**src/rtl/gpu_core_mc.sv**
```systemverilog
// gpu_core_mc: multi-cycle GPU shading core with a 2*BIT_WIDTH accumulator,
// an iterative signed/unsigned shift-add multiplier, unary accumulator ops,
// saturating stores and a ready/done issue handshake.
//
// Ports:
//   clk                 clock, all state on the rising edge
//   rst                 synchronous active-high reset
//   opcode[15:0]        instruction, sampled on an accepted edge
//   execute             issue strobe, accepted when ready=1
//   global_registers_in packed global registers, reg g at [BW*(g+1)-1:BW*g]
//   ready               core can accept an opcode this cycle
//   done                one-cycle pulse after an accepted op commits
//   accu                accumulator value
//
// state  | meaning
// S_IDLE | waiting for an opcode; single-cycle ops commit on the accept edge
// S_MUL  | shift-add multiply in progress, one multiplier bit per cycle
module gpu_core_mc #(
    parameter int CORE_ID        = 0,
    parameter int BIT_WIDTH      = 8,
    parameter int NR_LOCAL_REGS  = 8,
    parameter int NR_GLOBAL_REGS = 9
) (
    input  logic                                clk,
    input  logic                                rst,
    input  logic [15:0]                         opcode,
    input  logic                                execute,
    input  logic [NR_GLOBAL_REGS*BIT_WIDTH-1:0] global_registers_in,
    output logic                                ready,
    output logic                                done,
    output logic [2*BIT_WIDTH-1:0]              accu
);
    localparam int AW = 2 * BIT_WIDTH;
    localparam int CW = $clog2(BIT_WIDTH);

    typedef enum logic {S_IDLE, S_MUL} state_t;

    state_t                 state_q, state_d;
    logic [AW-1:0]          acc_q, acc_d;
    logic                   done_q, done_d;
    logic [BIT_WIDTH-1:0]   regs_q [NR_LOCAL_REGS];
    logic [BIT_WIDTH-1:0]   regs_d [NR_LOCAL_REGS];
    logic [CW-1:0]          cnt_q, cnt_d;
    logic [AW-1:0]          mcand_q, mcand_d;
    logic [BIT_WIDTH-1:0]   mplier_q, mplier_d;
    logic [AW-1:0]          prod_q, prod_d;
    logic                   signed_q, signed_d;

    logic [BIT_WIDTH-1:0]   rmap [32];
    logic [BIT_WIDTH-1:0]   rd_a, rd_b, imm, store_val;
    logic [AW-1:0]          ext_a, ext_b, in0, in1, neg, addend, psum;
    logic [BIT_WIDTH:0]     sat_hi;
    logic                   fits, last, wr_en;
    logic [BIT_WIDTH-1:0]   wr_val;

    // Full 5-bit read map; unmapped indices stay zero.
    always_comb begin
        for (int i = 0; i < 32; i++) rmap[i] = '0;
        for (int i = 0; i < NR_LOCAL_REGS; i++) rmap[i] = regs_q[i];
        rmap[15] = BIT_WIDTH'(CORE_ID);
        for (int g = 0; g < NR_GLOBAL_REGS; g++)
            rmap[16+g] = global_registers_in[g*BIT_WIDTH +: BIT_WIDTH];
    end

    always_comb begin
        rd_a  = rmap[opcode[13:9]];
        rd_b  = rmap[{1'b0, opcode[8:5]}];
        ext_a = {{BIT_WIDTH{rd_a[BIT_WIDTH-1]}}, rd_a};
        ext_b = {{BIT_WIDTH{rd_b[BIT_WIDTH-1]}}, rd_b};
        imm   = BIT_WIDTH'($signed(opcode[7:0]));
        in0   = opcode[2] ? acc_q : ext_a;
        in1   = opcode[3] ? acc_q : ext_b;
        neg   = '0 - acc_q;
        // Saturation only needed when the bits above the store width are not
        // a pure sign extension of the stored MSB.
        sat_hi    = acc_q[AW-1:BIT_WIDTH-1];
        fits      = (&sat_hi) | ~(|sat_hi);
        store_val = acc_q[BIT_WIDTH-1:0];
        if (opcode[7] && !fits)
            store_val = {acc_q[AW-1], {(BIT_WIDTH-1){~acc_q[AW-1]}}};
        // Signed multiply: the multiplier MSB carries negative weight, so the
        // last partial product is subtracted instead of added.
        addend = mplier_q[0] ? mcand_q : '0;
        last   = (cnt_q == CW'(BIT_WIDTH - 1));
        psum   = (last && signed_q) ? prod_q - addend : prod_q + addend;
    end

    always_comb begin
        state_d  = state_q;
        acc_d    = acc_q;
        done_d   = 1'b0;
        cnt_d    = cnt_q;
        mcand_d  = mcand_q;
        mplier_d = mplier_q;
        prod_d   = prod_q;
        signed_d = signed_q;
        wr_en    = 1'b0;
        wr_val   = imm;
        regs_d   = regs_q;
        unique case (state_q)
            S_IDLE: begin
                if (execute) begin
                    unique case (opcode[15:14])
                        2'b00: begin
                            wr_en  = 1'b1;
                            done_d = 1'b1;
                        end
                        2'b01: begin
                            if (!opcode[1]) begin
                                acc_d  = opcode[0] ? in0 - in1 : in0 + in1;
                                done_d = 1'b1;
                            end else begin
                                mcand_d  = opcode[4] ? ext_a
                                                     : {{BIT_WIDTH{1'b0}}, rd_a};
                                mplier_d = rd_b;
                                prod_d   = '0;
                                cnt_d    = '0;
                                signed_d = opcode[4];
                                state_d  = S_MUL;
                            end
                        end
                        2'b10: begin
                            case (opcode[3:0])
                                4'd0:    acc_d = '0;
                                4'd1:    acc_d = neg;
                                4'd2:    acc_d = {acc_q[AW-2:0], 1'b0};
                                4'd3:    acc_d = {acc_q[AW-1], acc_q[AW-1:1]};
                                4'd4:    acc_d = acc_q[AW-1] ? neg : acc_q;
                                default: acc_d = acc_q;
                            endcase
                            done_d = 1'b1;
                        end
                        2'b11: begin
                            wr_en  = opcode[8];
                            wr_val = store_val;
                            done_d = 1'b1;
                        end
                    endcase
                end
            end
            S_MUL: begin
                prod_d   = psum;
                mcand_d  = mcand_q << 1;
                mplier_d = mplier_q >> 1;
                cnt_d    = cnt_q + CW'(1);
                if (last) begin
                    acc_d   = psum;
                    state_d = S_IDLE;
                    done_d  = 1'b1;
                end
            end
        endcase
        for (int i = 0; i < NR_LOCAL_REGS; i++)
            if (wr_en && opcode[13:9] == 5'(i)) regs_d[i] = wr_val;
    end

    always_ff @(posedge clk) begin
        if (rst) begin
            state_q  <= S_IDLE;
            acc_q    <= '0;
            done_q   <= 1'b0;
            cnt_q    <= '0;
            mcand_q  <= '0;
            mplier_q <= '0;
            prod_q   <= '0;
            signed_q <= 1'b0;
            for (int i = 0; i < NR_LOCAL_REGS; i++) regs_q[i] <= '0;
        end else begin
            state_q  <= state_d;
            acc_q    <= acc_d;
            done_q   <= done_d;
            cnt_q    <= cnt_d;
            mcand_q  <= mcand_d;
            mplier_q <= mplier_d;
            prod_q   <= prod_d;
            signed_q <= signed_d;
            regs_q   <= regs_d;
        end
    end

    assign ready = (state_q == S_IDLE);
    assign done  = done_q;
    assign accu  = acc_q;
endmodule

```
**config.mk**
```make
export PLATFORM = sky130hd
export DESIGN_NAME = gpu_core_mc
export DESIGN_NICKNAME = d
export VERILOG_FILES = /design/src/rtl/gpu_core_mc.sv
export SDC_FILE = /design/constraint.sdc
export NUM_CORES = 1
export LEC_CHECK = 0
export ABC_AREA = 1
export CAP_MARGIN = 20
export CORE_ASPECT_RATIO = 0.9
export CORE_MARGIN = 2
export CORE_UTILIZATION = 45
export DETAILED_ROUTE_END_ITERATION = 12
export GPL_ROUTABILITY_DRIVEN = 0
export PLACE_DENSITY_LB_ADDON = 0.1
export REMOVE_ABC_BUFFERS = 1
export SYNTH_ARGS = -nofsm -noshare
export SYNTH_HDL_FRONTEND = slang
export SYNTH_SLANG_ARGS = --single-unit
```
**constraint.sdc**
```tcl
create_clock -name clk -period 4.25 [get_ports clk]
set_clock_uncertainty 0.2 [all_clocks]
set_input_delay 0.85 -clock clk [delete_from_list [all_inputs] [get_ports clk]]
set_output_delay 0.85 -clock clk [all_outputs]
set_load 0.02 [all_outputs]
```
* Yosys cells after proc, flatten, opt, wreduce, memory -nomap -nowiden
Index checks and enable logic that the tools add are counted.
** Cells by class
- Equality and inequality tests :: 25
- Add/subtract/negate cells :: 6
- Reductions and logical operators :: 21
- Multiplexer cells :: 52
- $lt $le $gt $ge :: 2
- Bitwise operators :: 6
** Operators by type and width (count)
- $mux W16 :: 16
- $pmux W16 S2 :: 4
- $mux W8 :: 11
- $bmux W8 S5 :: 2
- $pmux W16 S5 :: 1
- $add A16 B16 Y16 :: 2
- $sub A16 B16 Y16 :: 2
- $eq A5 B3 Y1 const B :: 4
- $pmux W8 S2 :: 1
- $sub A1 B16 Y16 const A :: 1
- $ge A6 B6 Y1 const B :: 2
- $reduce_and A6 Y1 :: 2
- $eq A5 B2 Y1 const B :: 2
- $logic_and A1 B1 Y1 :: 10
- $mux W1 :: 9
- $mux W3 :: 3
- $reduce_and A9 Y1 :: 1
- $reduce_or A9 Y1 :: 1
- $eq A4 B2 Y1 const B :: 2
- $pmux W1 S2 :: 4
- $ne A7 B7 Y1 const B :: 1
- $ne A3 B3 Y1 const B :: 2
- $ne A6 B6 Y1 const B :: 1
- $not A4 Y6 :: 1
- other kinds (22) :: 27
** Word-level totals
- Output and inout bits :: 18
- Logic and storage cells :: 129
- Bits in registers :: 126
- Bits of input ports :: 91

* Longest topological paths before layout
Gate-level depths: netlist of run 1.
- Depth after elaboration :: 11
- Gate-level depth with buffers :: 32

* Least setup slack after synthesis of run 1
OpenSTA, ideal clock, no wires.
- Path type :: input-to-reg
- Start :: input port opcode[9]
- End :: register acc_q[12] (netlist: accu[12])
- Library setup time :: 0.109 ns
- Cell stages on the path :: 32
- Buffers on the path :: 3
- Slack :: -0.111 ns
- Data arrival time :: 4.051 ns
- Required time :: 3.941 ns
- Cells stage by stage :: buf_2 -> nand2_1 -> inv_2 -> clkbuf_1 -> clkbuf_1 -> a22oi_1 -> nand2_1 -> a21oi_1 -> nand3_1 -> nand2_1 -> nand2_1 -> o21ai_0 -> ha_1 -> inv_1 -> fa_1 -> nand3_1 -> nand2_1 -> inv_1 -> o21ai_1 -> inv_1 -> o21ai_1 -> inv_1 -> o21ai_1 -> nand3_1 -> nand2_1 -> nand2_1 -> nand2_1 -> o21ai_1 -> nand2_1 -> nand3_1 -> nand2_1 -> inv_1
** Between the ends
- Cells in the longest elaborated chain, start to end :: 11
** RTL lines
- from (decl) :: RTL line 26 : input logic [15:0] opcode,
- $not A5 Y6 (not written as such) * :: RTL line 66 : rd_a = rmap[opcode[13:9]];
- $bmux W8 S5 * :: RTL line 66
- $mux W8 (not written as such) * (2 in a row) :: RTL line 66
- $mux W16 * :: RTL line 71 : in0 = opcode[2] ? acc_q : ext_a;
- $add A16 B16 Y16 or $sub A16 B16 Y16 (tied branches) :: RTL line 110 : acc_d = opcode[0] ? in0 - in1 : in0 + in1;
- $mux W16 * :: RTL line 110
- $mux W16 * :: RTL line 109 : if (!opcode[1]) begin
- $pmux W16 S2 * :: RTL line 103 : unique case (opcode[15:14])
- $mux W16 * :: RTL line 102 : if (execute) begin
- $pmux W16 S2 * :: RTL line 100 : unique case (state_q)
- to (signal assigned) :: RTL line 160 : acc_q <= '0;
- to (signal assigned) :: RTL line 170 : acc_q <= acc_d;
- to (decl) :: RTL line 39 : logic [AW-1:0] acc_q, acc_d;
Mark *: on every way between the ends. The rest lies on a longest branch, timed or not. The select of a mux whose other input is x is not followed.
A chain may end at the register's enable or synchronous reset.

* Final worst setup path of run 1
- Start :: input port opcode[5]
- End :: register acc_q[15] (netlist: accu[15])
** Between the ends
- Cells in the longest elaborated chain, start to end :: 11
** RTL lines
- $not A4 Y6 (not written as such) * :: RTL line 67 : rd_b = rmap[{1'b0, opcode[8:5]}];
- $bmux W8 S5 * :: RTL line 67
- $mux W8 (not written as such) * (2 in a row) :: RTL line 67
- $mux W16 * :: RTL line 72 : in1 = opcode[3] ? acc_q : ext_b;
- $add A16 B16 Y16 or $sub A16 B16 Y16 (tied branches) :: RTL line 110
- $mux W16 * :: RTL line 110
- $mux W16 * :: RTL line 109
- $pmux W16 S2 * :: RTL line 103
- $mux W16 * :: RTL line 102
- $pmux W16 S2 * :: RTL line 100
Marks and branches as above.

==> results of run 1 <==
[worst paths after layout]
kind	from	slack, ns	endpoint	depth (start not counted)
worst max-delay path	opcode[5]	0.16	accu[15]$_SDFFE_PP0P_	31
worst min register to register	cnt_q[1]$_SDFFE_PP0P_	0.26	cnt_q[1]$_SDFFE_PP0P_	2
worst min-delay path	cnt_q[1]$_SDFFE_PP0P_	0.26	cnt_q[1]$_SDFFE_PP0P_	2
worst max register to register	mplier_q[0]$_SDFFE_PP0P_	0.39	accu[15]$_SDFFE_PP0P_	22
[power groups by stage]
stage	Clock, µW	Combinational, µW	Sequential (µW)
after floorplan	0	575	1270
after global placement	0	1140	1260
after detailed placement	0	1140	1260
after CTS	1510	1160	1240
after global routing	1550	1370	1240
final	1490	1270	1240
[per-layer routing]
layer | up-vias | wire length, µm | part of all wire
li1 | 5672 | - | -
met1 | 5314 | 16030 | 0.45
met2 | 561 | 15230 | 0.43
met3 | 61 | 3385 | 0.096
met4 | 0 | 721 | 0.020
met5 | - | 0 | 0
[worst reg2reg max path: stages, from the launching register on]
cell	delay, ns
dfxtp_1	0.34
buf_4	0.19
nand2_1	0.14
nand3_1	0.11
a21oi_1	0.18
nand3_1	0.13
nor2_1	0.10
nand2_1	0.07
nor3_1	0.18
or2_2	0.16
xor2_1	0.18
inv_1	0.09
ha_1	0.36
a21oi_2	0.20
nor2_1	0.06
a211oi_1	0.22
nand2_1	0.08
a31oi_1	0.21
or2_1	0.14
nand3_1	0.19
nand3_1	0.17
nand2_1	0.06
inv_1	0.05
[cell families (layout without fill, tap and decap cells)]
| logic type | after synthesis | count (layout) | share of synthesized area |
|---|---|---|---|
| fa+ha+maj | 43 | 43 | 0.05732 |
| compound gates | 429 | 429 | 0.2522 |
| flops | 126 | 126 | 0.2614 |
| mux | 1 | 1 | 0.001038 |
| simple gates | 657 | 658 | 0.2901 |
| xor+xnor | 38 | 38 | 0.03450 |
| buf+inv | 243 | 481 | 0.1034 |
[registers in the layout, indices dropped and copies added, names as in the netlist]
| name | count |
|---|---|
| regs_q | 64 |
| done | 1 |
| state_q | 1 |
| signed_q | 1 |
| prod_q | 16 |
| mplier_q | 8 |
| accu | 16 |
| cnt_q | 3 |
| mcand_q | 16 |
[layout make-up]
class	count	area [µm²]
Clock buffer	18	429.2
Clock inverter	14	153.9
Fill cell	1944	7838
Inverter	168	648.1
Multi-Input combinational cell	1169	6419
Sequential cell	126	2522
Tap cell	286	357.8
Timing Repair Buffer	280	2519
Timing Repair inverter	1	8.758
[repair_timing]
item,4_1_cts,5_1_grt
resized for setup,17,85
pin swaps,1,34
gates cloned,2,3
setup endpoints to repair,8,9
hold buffers,0,0
setup buffers,1,6
[per-stage QoR]
| stage | cell area [µm²] | cells | setup TNS, ns | total power [µW] |
|---|---|---|---|---|
| 3_3_place_gp | 11990 | 2017 | -4.945 | 2398 |
| 6_report | 13060 | 2062 | 0 | 3996 |
| 3_5_place_dp | 11990 | 2017 | -5.338 | 2403 |
| 2_1_floorplan | 9286 | 1462 | 0 | 1849 |
| 4_1_cts | 12650 | 2052 | -0.05456 | 3908 |
| 5_1_grt | 13060 | 2062 | -0.2607 | 4170 |
[cells in the final DEF (no fill, tap or decap), types with 15 or more instances in the layout]
master / n
nand2_1: 412
buf_4: 160
inv_1: 147
a21oi_1: 146
o21ai_0: 135
dfxtp_1: 126
clkdlybuf4s50_1: 100
nand3_1: 88
nor2_1: 55
ha_1: 37
a31oi_1: 36
xor2_1: 29
o21ai_1: 26
nand3_2: 22
nand4_1: 22
a22oi_1: 19
clkbuf_16: 19
nand2_2: 17
o221ai_1: 15
==> reports/qor.yml, run 1 <==
drt_first_pass_iters: 5
power_switching_share: 0.3376
synth_area_leaders: "dfxtp_1 (26%), nand2_1 (16%), a21oi_1 (7.9%)"
antenna_cells: 0
cp_max_fo: 7
crit_buf_inv: 8
die_w_um: 158.3
period_share: 0.9628
grt_max_degree: 55
final_antenna_net_count: 0
dp_slack_ns: -0.6426
tightest_slew_ns: 0.8982
synth-main-ff-cell: "dfxtp_1"
crit_top_cell: "nand2_1"
cts_made_buffers: 17
yosysTopAreaCellShare: 0.2614
drc: 0
relSlewSlack: 0.3972
timing.fmax_ghz: 0.2444
cts_sinks: 126
nNetsFinal: 1897
crit_type: "in2reg"
grt_pass1_vias: 10323
grtUsageTotal: 0.3079
syn_area_per_cell_um2: 6.277
status: "finished, final reports clean"
yosys-top-cells-count: "nand2_1 (420), a21oi_1 (152), inv_1 (150)"
use_met1: 0.4378
yosysMostFrequentCell: "nand2_1"
cp_data_required_time_ns: 4.38
area_growth_pct: 35.34
syn_area_mm2: 0.009648
num_rows: 50
yosys_warnings: 0
p_int_uw: 2647
holdCritPathClass: "reg2reg"
power.leakage_uw: 0.005704
synthArstFlopShare: 0
clk_latency_ns: 0.44
max-cap-violations: 0
max_stage_delay_ns: 0.42
cp_top_family: "simple AND/OR/NAND/NOR gates"
cp_slowest_cell: "or3_4"
wl_per_cell_um: 17.15
die_h_um: 142.9
vias: 11608
setup-violations-final: 0
port_buffers: 108
cts_buffer_depth: 2
overflow: 0
use_met3: 0.06039
vias_per_cell: 5.629
fp.coreArea_mm2: 0.02090
drt_iter0_drc: 1225
cts_tree: "done"
power.switching_uw: 1349
synth_cells: 1537
dieArea_mm2: 0.02263
antenna_found_initial: 0
synth_edf_count: 0
layout-drive-gt1-share: 0.1774
clkTransAtPathRegs_ns: 0.07
h-tree-depth: 4
dp.final_hpwl_um: 25890
startpoint_type: "input port"
busiest_layer: "met2"
p_per_area_mw_per_mm2: 306.0
finalCriticalPeriod_ns: 4.092
pwr-share-comb: 0.317
end_kind: "register"
grt_pass1_wl_um: 54280
finalHoldViolations: 0
ir_worst_vdd_uv: 278.6
start_util: 0.4617
clkPwrFrac: 0.374
hold_ws_ns: 0.2636
cts-root-buf: "clkbuf_16"
drv_slew: 0
ys_types: 48
yosysTopAreaCell: "dfxtp_1"
cp.arrival_ns: 4.23
fin_util: 0.6249
grt_use_met2: 0.4728
sequentialPowerShare: 0.310
seq_area_frac_synth: 0.2614
ys_seq_elements: 126
pin_count: 109
layout_setup_ws_ns: 0.1580
rsz0062_at_grt: "yes"
wl_um: 35360
(Power assumes the default switching activity.)
==> run 2, diff against run 1 <==
--- a/config.mk
+++ b/config.mk
@@ -7,9 +7,10 @@
 export LEC_CHECK = 0
 export ABC_AREA = 1
 export CAP_MARGIN = 20
-export CORE_ASPECT_RATIO = 0.9
-export CORE_MARGIN = 2
-export CORE_UTILIZATION = 45
+export CELL_PAD_IN_SITES_DETAIL_PLACEMENT = 0
+export CELL_PAD_IN_SITES_GLOBAL_PLACEMENT = 1
+export CORE_MARGIN = 5
+export CORE_UTILIZATION = 36
 export DETAILED_ROUTE_END_ITERATION = 12
 export GPL_ROUTABILITY_DRIVEN = 0
 export PLACE_DENSITY_LB_ADDON = 0.1
==> run 2 against run 1 <==
  * Design area up 1.0%
  * Combinational power is essentially flat
  * Clock-buffer cell count shrank 1
  * Final cell count up 3.3%
  * Die area increased by 33%
  * Hold slack better by 0.0031 ns
  * Power is 3.6% higher
==> reports/qor.yml, run 2 (synthesis results as in run 1) <==
clk_latency_ns: 0.43
cp_data_required_time_ns: 4.38
ctsHoldBuffers: 0
start_util: 0.3620
fin_util: 0.4950
drt_first_pass_iters: 5
power.leakage_uw: 0.005767
grtUsageTotal: 0.2445
cp.arrival_ns: 4.16
timing.fmax_ghz: 0.2482
vias: 11416
nNetsFinal: 1910
layout-drive-gt1-share: 0.1794
num_rows: 60
startpoint_type: "input port"
die_h_um: 173.7
cts_tree: "done"
wl_per_cell_um: 17.81
hold_ws_ns: 0.2667
setup-violations-final: 0
status: "finished, final reports clean"
largest-register: "regs_q"
holdCritPathClass: "reg2reg"
rsz0062_at_grt: "yes"
pin_count: 109
clkTransAtPathRegs_ns: 0.07
wl_um: 37950
fp.coreArea_mm2: 0.02665
grt_max_degree: 73
drc: 0
nFillCells: 2761
area_growth_pct: 36.73
drv_slew: 0
dp.final_hpwl_um: 28390
layout_commonest_cell: "nand2_1"
period_share: 0.9481
cts_buffer_depth: 2
cts_made_buffers: 17
largest_register_ffs: 64
crit_type: "in2reg"
tightest_slew_ns: 0.8887
most-common-layout-cells: "nand2_1 (416), buf_4 (172), inv_1 (147)"
die_w_um: 173.7
finalCriticalPeriod_ns: 4.030
grt_pass1_wl_um: 59710
cts_sinks: 126
vias_per_cell: 5.357
cts-root-buf: "clkbuf_16"
relSlewSlack: 0.4035
max-cap-violations: 0
drt_iter0_drc: 984
p_per_area_mw_per_mm2: 313.9
cp_max_fo: 8
ir_worst_vdd_uv: 189.0
antenna_found_initial: 1
dieArea_mm2: 0.03017
end_kind: "register"
port_buffers: 108
overflow: 0
finalHoldViolations: 0
h-tree-depth: 4
grt_pass1_vias: 10613
final_antenna_net_count: 0
[run 2: area by class of cell]
type	instances	area, µm²	area share
Multi-Input combinational cell	1168	6342	0.4808
Timing Repair Buffer	294	2601	0.1972
Sequential cell	126	2522	0.1912
Inverter	168	651.9	0.04942
Tap cell	341	426.7	0.03234
Clock buffer	17	425.4	0.03225
Clock inverter	15	210.2	0.01593
Timing Repair inverter	1	8.758	0.0006639
Antenna cell	1	2.502	0.0001897
[run 2: path summary, 6_finish.rpt]
path                          from                    end  slack (ns)  depth (start not counted)
max                      opcode[5]  accu[13]$_SDFFE_PP0P_        0.22                         28
min          cnt_q[1]$_SDFFE_PP0P_  cnt_q[1]$_SDFFE_PP0P_        0.27                          2
max reg2reg  cnt_q[0]$_SDFFE_PP0P_  accu[12]$_SDFFE_PP0P_        0.33                         22
min reg2reg  cnt_q[1]$_SDFFE_PP0P_  cnt_q[1]$_SDFFE_PP0P_        0.27                          2
[run 2: worst max-delay path, stage by stage]
cell,delay [ns]
buf_8,0.11
buf_12,0.14
inv_6,0.08
nor2_1,0.04
o211ai_1,0.24
nand4_1,0.15
nand2_1,0.11
inv_1,0.05
ha_1,0.20
and2_4,0.17
buf_4,0.13
a21oi_1,0.14
xor2_1,0.10
ha_1,0.34
nand2_1,0.06
o21a_1,0.21
o21ai_2,0.18
nand2_2,0.09
o21ai_2,0.17
nand2_1,0.07
nand2_1,0.07
a21oi_1,0.06
o21ai_0,0.08
nand2_1,0.07
nand2_1,0.05
nand3_1,0.07
nand2_1,0.07
inv_1,0.04
[run 2: metal layers]
| layer | GRT usage | up-vias | wire, µm |
|---|---|---|---|
| li1 | - | 5693 | - |
| met1 | 0.3595 | 5329 | 18870 |
| met2 | 0.3795 | 372 | 16350 |
| met3 | 0.03904 | 22 | 2375 |
| met4 | 0.04916 | 0 | 345 |
| met5 | 0 | - | 0 |
[run 2: report_power, final]
part	switching [µW]	total [µW]	internal, µW	leakage, µW
logic	706	1280	575	0.00444
registers	32.9	1240	1200	0.00102
clock network	630	1620	994	0.000310
total	1370	4140	2770	0.00577
[run 2: repair_timing]
item | 4_1_cts | 5_1_grt
setup endpoints to repair | 8 | 11
resized for setup | 22 | 73
pin swaps | 6 | 33
gates cloned | 1 | 2
buffers inserted | 6 | 3
[run 2: through the flow]
step	power [µW]	instances	cell area [µm²]	worst slack (ns)	TNS, ns
5_1_grt	4344	2131	13190	-0.04439	-0.05174
2_1_floorplan	1849	1462	9286	0.007127	0
6_report	4141	2131	13190	0.2204	0
4_1_cts	4102	2125	12950	-0.01501	-0.01501
3_3_place_gp	2452	2086	12180	-0.6292	-5.748
3_5_place_dp	2448	2086	12180	-0.6945	-6.177
==> run 3, diff against run 2 <==
--- a/config.mk
+++ b/config.mk
@@ -13,7 +13,7 @@
 export CORE_UTILIZATION = 36
 export DETAILED_ROUTE_END_ITERATION = 12
 export GPL_ROUTABILITY_DRIVEN = 0
-export PLACE_DENSITY_LB_ADDON = 0.1
+export PLACE_DENSITY = 0.82
 export REMOVE_ABC_BUFFERS = 1
 export SYNTH_ARGS = -nofsm -noshare
 export SYNTH_HDL_FRONTEND = slang
==> run 3 against run 2 <==
  * The flow now finishes with violations (design-rule violations)
  * Clock power fell by 11%
  * Worst setup slack got worse by 0.14 ns
  * Hold slack improved by 0.0018 ns
  * Design area increased by 0.80%
  * Die area unchanged
  * Critical path type unchanged
  * Highest routed layer unchanged
==> reports/qor.yml, run 3 (synthesis results as in run 1) <==
crit_top_cell: "nand2_1"
finalCriticalPeriod_ns: 4.174
period_share: 0.9820
setup-violations-final: 0
largest_register_ffs: 64
drc: 2
grtUsageTotal: 0.2297
antenna_cells: 0
dp.final_hpwl_um: 26710
p_per_area_mw_per_mm2: 297.7
ir_worst_vdd_uv: 233.7
placed_cell_area_mm2: 0.01200
cts_tree: "done"
antenna_found_initial: 0
end_kind: "register"
status: "finished, violations left"
die_h_um: 173.7
reg2reg_from: "mplier_q[0]$_SDFFE_PP0P_"
fp.coreArea_mm2: 0.02665
dp.cells: 2069
grt_pass1_vias: 10681
largest-register: "regs_q"
cp_top_family: "simple AND/OR/NAND/NOR gates"
startpoint_type: "input port"
seq_area_mm2: 0.002522
h-tree-depth: 4
drt_iter0_drc: 1076
wl_per_cell_um: 17.05
crit_buf_inv: 8
wl_um: 36130
vias: 11459
min_from: "prod_q[9]$_SDFFE_PP0P_"
cp_max_fo: 7
tightest_slew_ns: 0.8673
die_w_um: 173.7
grt_pass1_wl_um: 57130
drt_first_pass_iters: 11
port_buffers: 108
reg2reg_to: "accu[15]$_SDFFE_PP0P_"
num_rows: 60
min_path_cells: 2
cts_made_buffers: 17
cp_slowest_cell: "or3_4"
timing.fmax_ghz: 0.2396
most-common-layout-cells: "nand2_1 (404), buf_4 (155), a21oi_1 (148)"
pin_count: 109
crit_type: "in2reg"
cts_buffer_depth: 2
relSlewSlack: 0.4180
nNetsFinal: 1899
cts-root-buf: "clkbuf_16"
cts_sinks: 126
fin_area_mm2: 0.01330
start_util: 0.3620
cp_data_required_time_ns: 4.38
cp.arrival_ns: 4.30
multi_input_area_mm2: 0.006538
clk_latency_ns: 0.42
dieArea_mm2: 0.03017
layout-drive-gt1-share: 0.1912
min_to: "prod_q[9]$_SDFFE_PP0P_"
fin_util: 0.4989
reg2reg_depth: 22
ctsHoldBuffers: 0
layout_commonest_cell: "nand2_1"
power.leakage_uw: 0.005760
max_stage_delay_ns: 0.42
finalHoldViolations: 0
hold_ws_ns: 0.2685
reg2reg_slack_ns: 0.41
instances_no_fill: 2119
drv_slew: 0
grt_max_degree: 73
power_uw: 3958
final_antenna_net_count: 0
rsz0062_at_grt: "yes"
overflow: 0
area_growth_pct: 37.82
max-cap-violations: 0
vias_per_cell: 5.408
violations: "design-rule violations"
clkTransAtPathRegs_ns: 0.06
holdCritPathClass: "reg2reg"
nFillCells: 2591
## run 3: stage by stage
step / setup WS, ns / TNS [ns]
2_1_floorplan: 0.007127 / 0
3_3_place_gp: -0.6427 / -5.056
3_5_place_dp: -0.6901 / -5.831
4_1_cts: -0.005052 / -0.005052
5_1_grt: -0.08664 / -0.1403
6_report: 0.07635 / 0
## run 3: layout make-up
cell class,instances,share of cell area
Timing Repair Buffer,281,0.1906
Sequential cell,126,0.1897
Inverter,168,0.05081
Tap cell,341,0.03209
Multi-Input combinational cell,1169,0.4917
Clock inverter,15,0.01139
Clock buffer,17,0.03199
Timing Repair inverter,2,0.001694
## run 3: how the worst max path moves through the flow
stage	start	endpoint	slack [ns]	cells past startpoint
floorplan	opcode[9]	accu[12]$_SDFFE_PP0P_	0.007	28
global placement	opcode[5]	accu[15]$_SDFFE_PP0P_	-0.64	30
detailed placement	opcode[10]	accu[13]$_SDFFE_PP0P_	-0.69	27
CTS	opcode[10]	accu[13]$_SDFFE_PP0P_	-0.005	26
global route	opcode[5]	accu[15]$_SDFFE_PP0P_	-0.09	32
finish	opcode[5]	accu[15]$_SDFFE_PP0P_	0.08	31
## run 3: repair_timing
action,4_1_cts,5_1_grt
pin swaps,4,52
buffers inserted,2,11
cloned,2,3
gates resized for setup,27,125
endpoints found under the setup margin,8,10
## run 3: report_power, final
| part | switching [µW] | internal, µW | total (µW) |
|---|---|---|---|
| combinational | 716 | 563 | 1280 |
| clock | 618 | 822 | 1440 |
| sequential | 34.0 | 1200 | 1240 |
## run 3: worst min-delay path, delay by kind of cell (launching register included)
family	cells	cell delay (ns)
AO/OA/AOI/OAI	1	0.05
flip-flops	1	0.31
AND/OR/NAND/NOR	1	0.06
## run 3: metal layers
metal	GRT usage	wire [µm]	vias to the layer above
met5	0	0	-
li1	-	-	5691
met3	0.04035	2732	48
met4	0.05609	697	0
met1	0.3254	16780	5279
met2	0.3644	15930	441
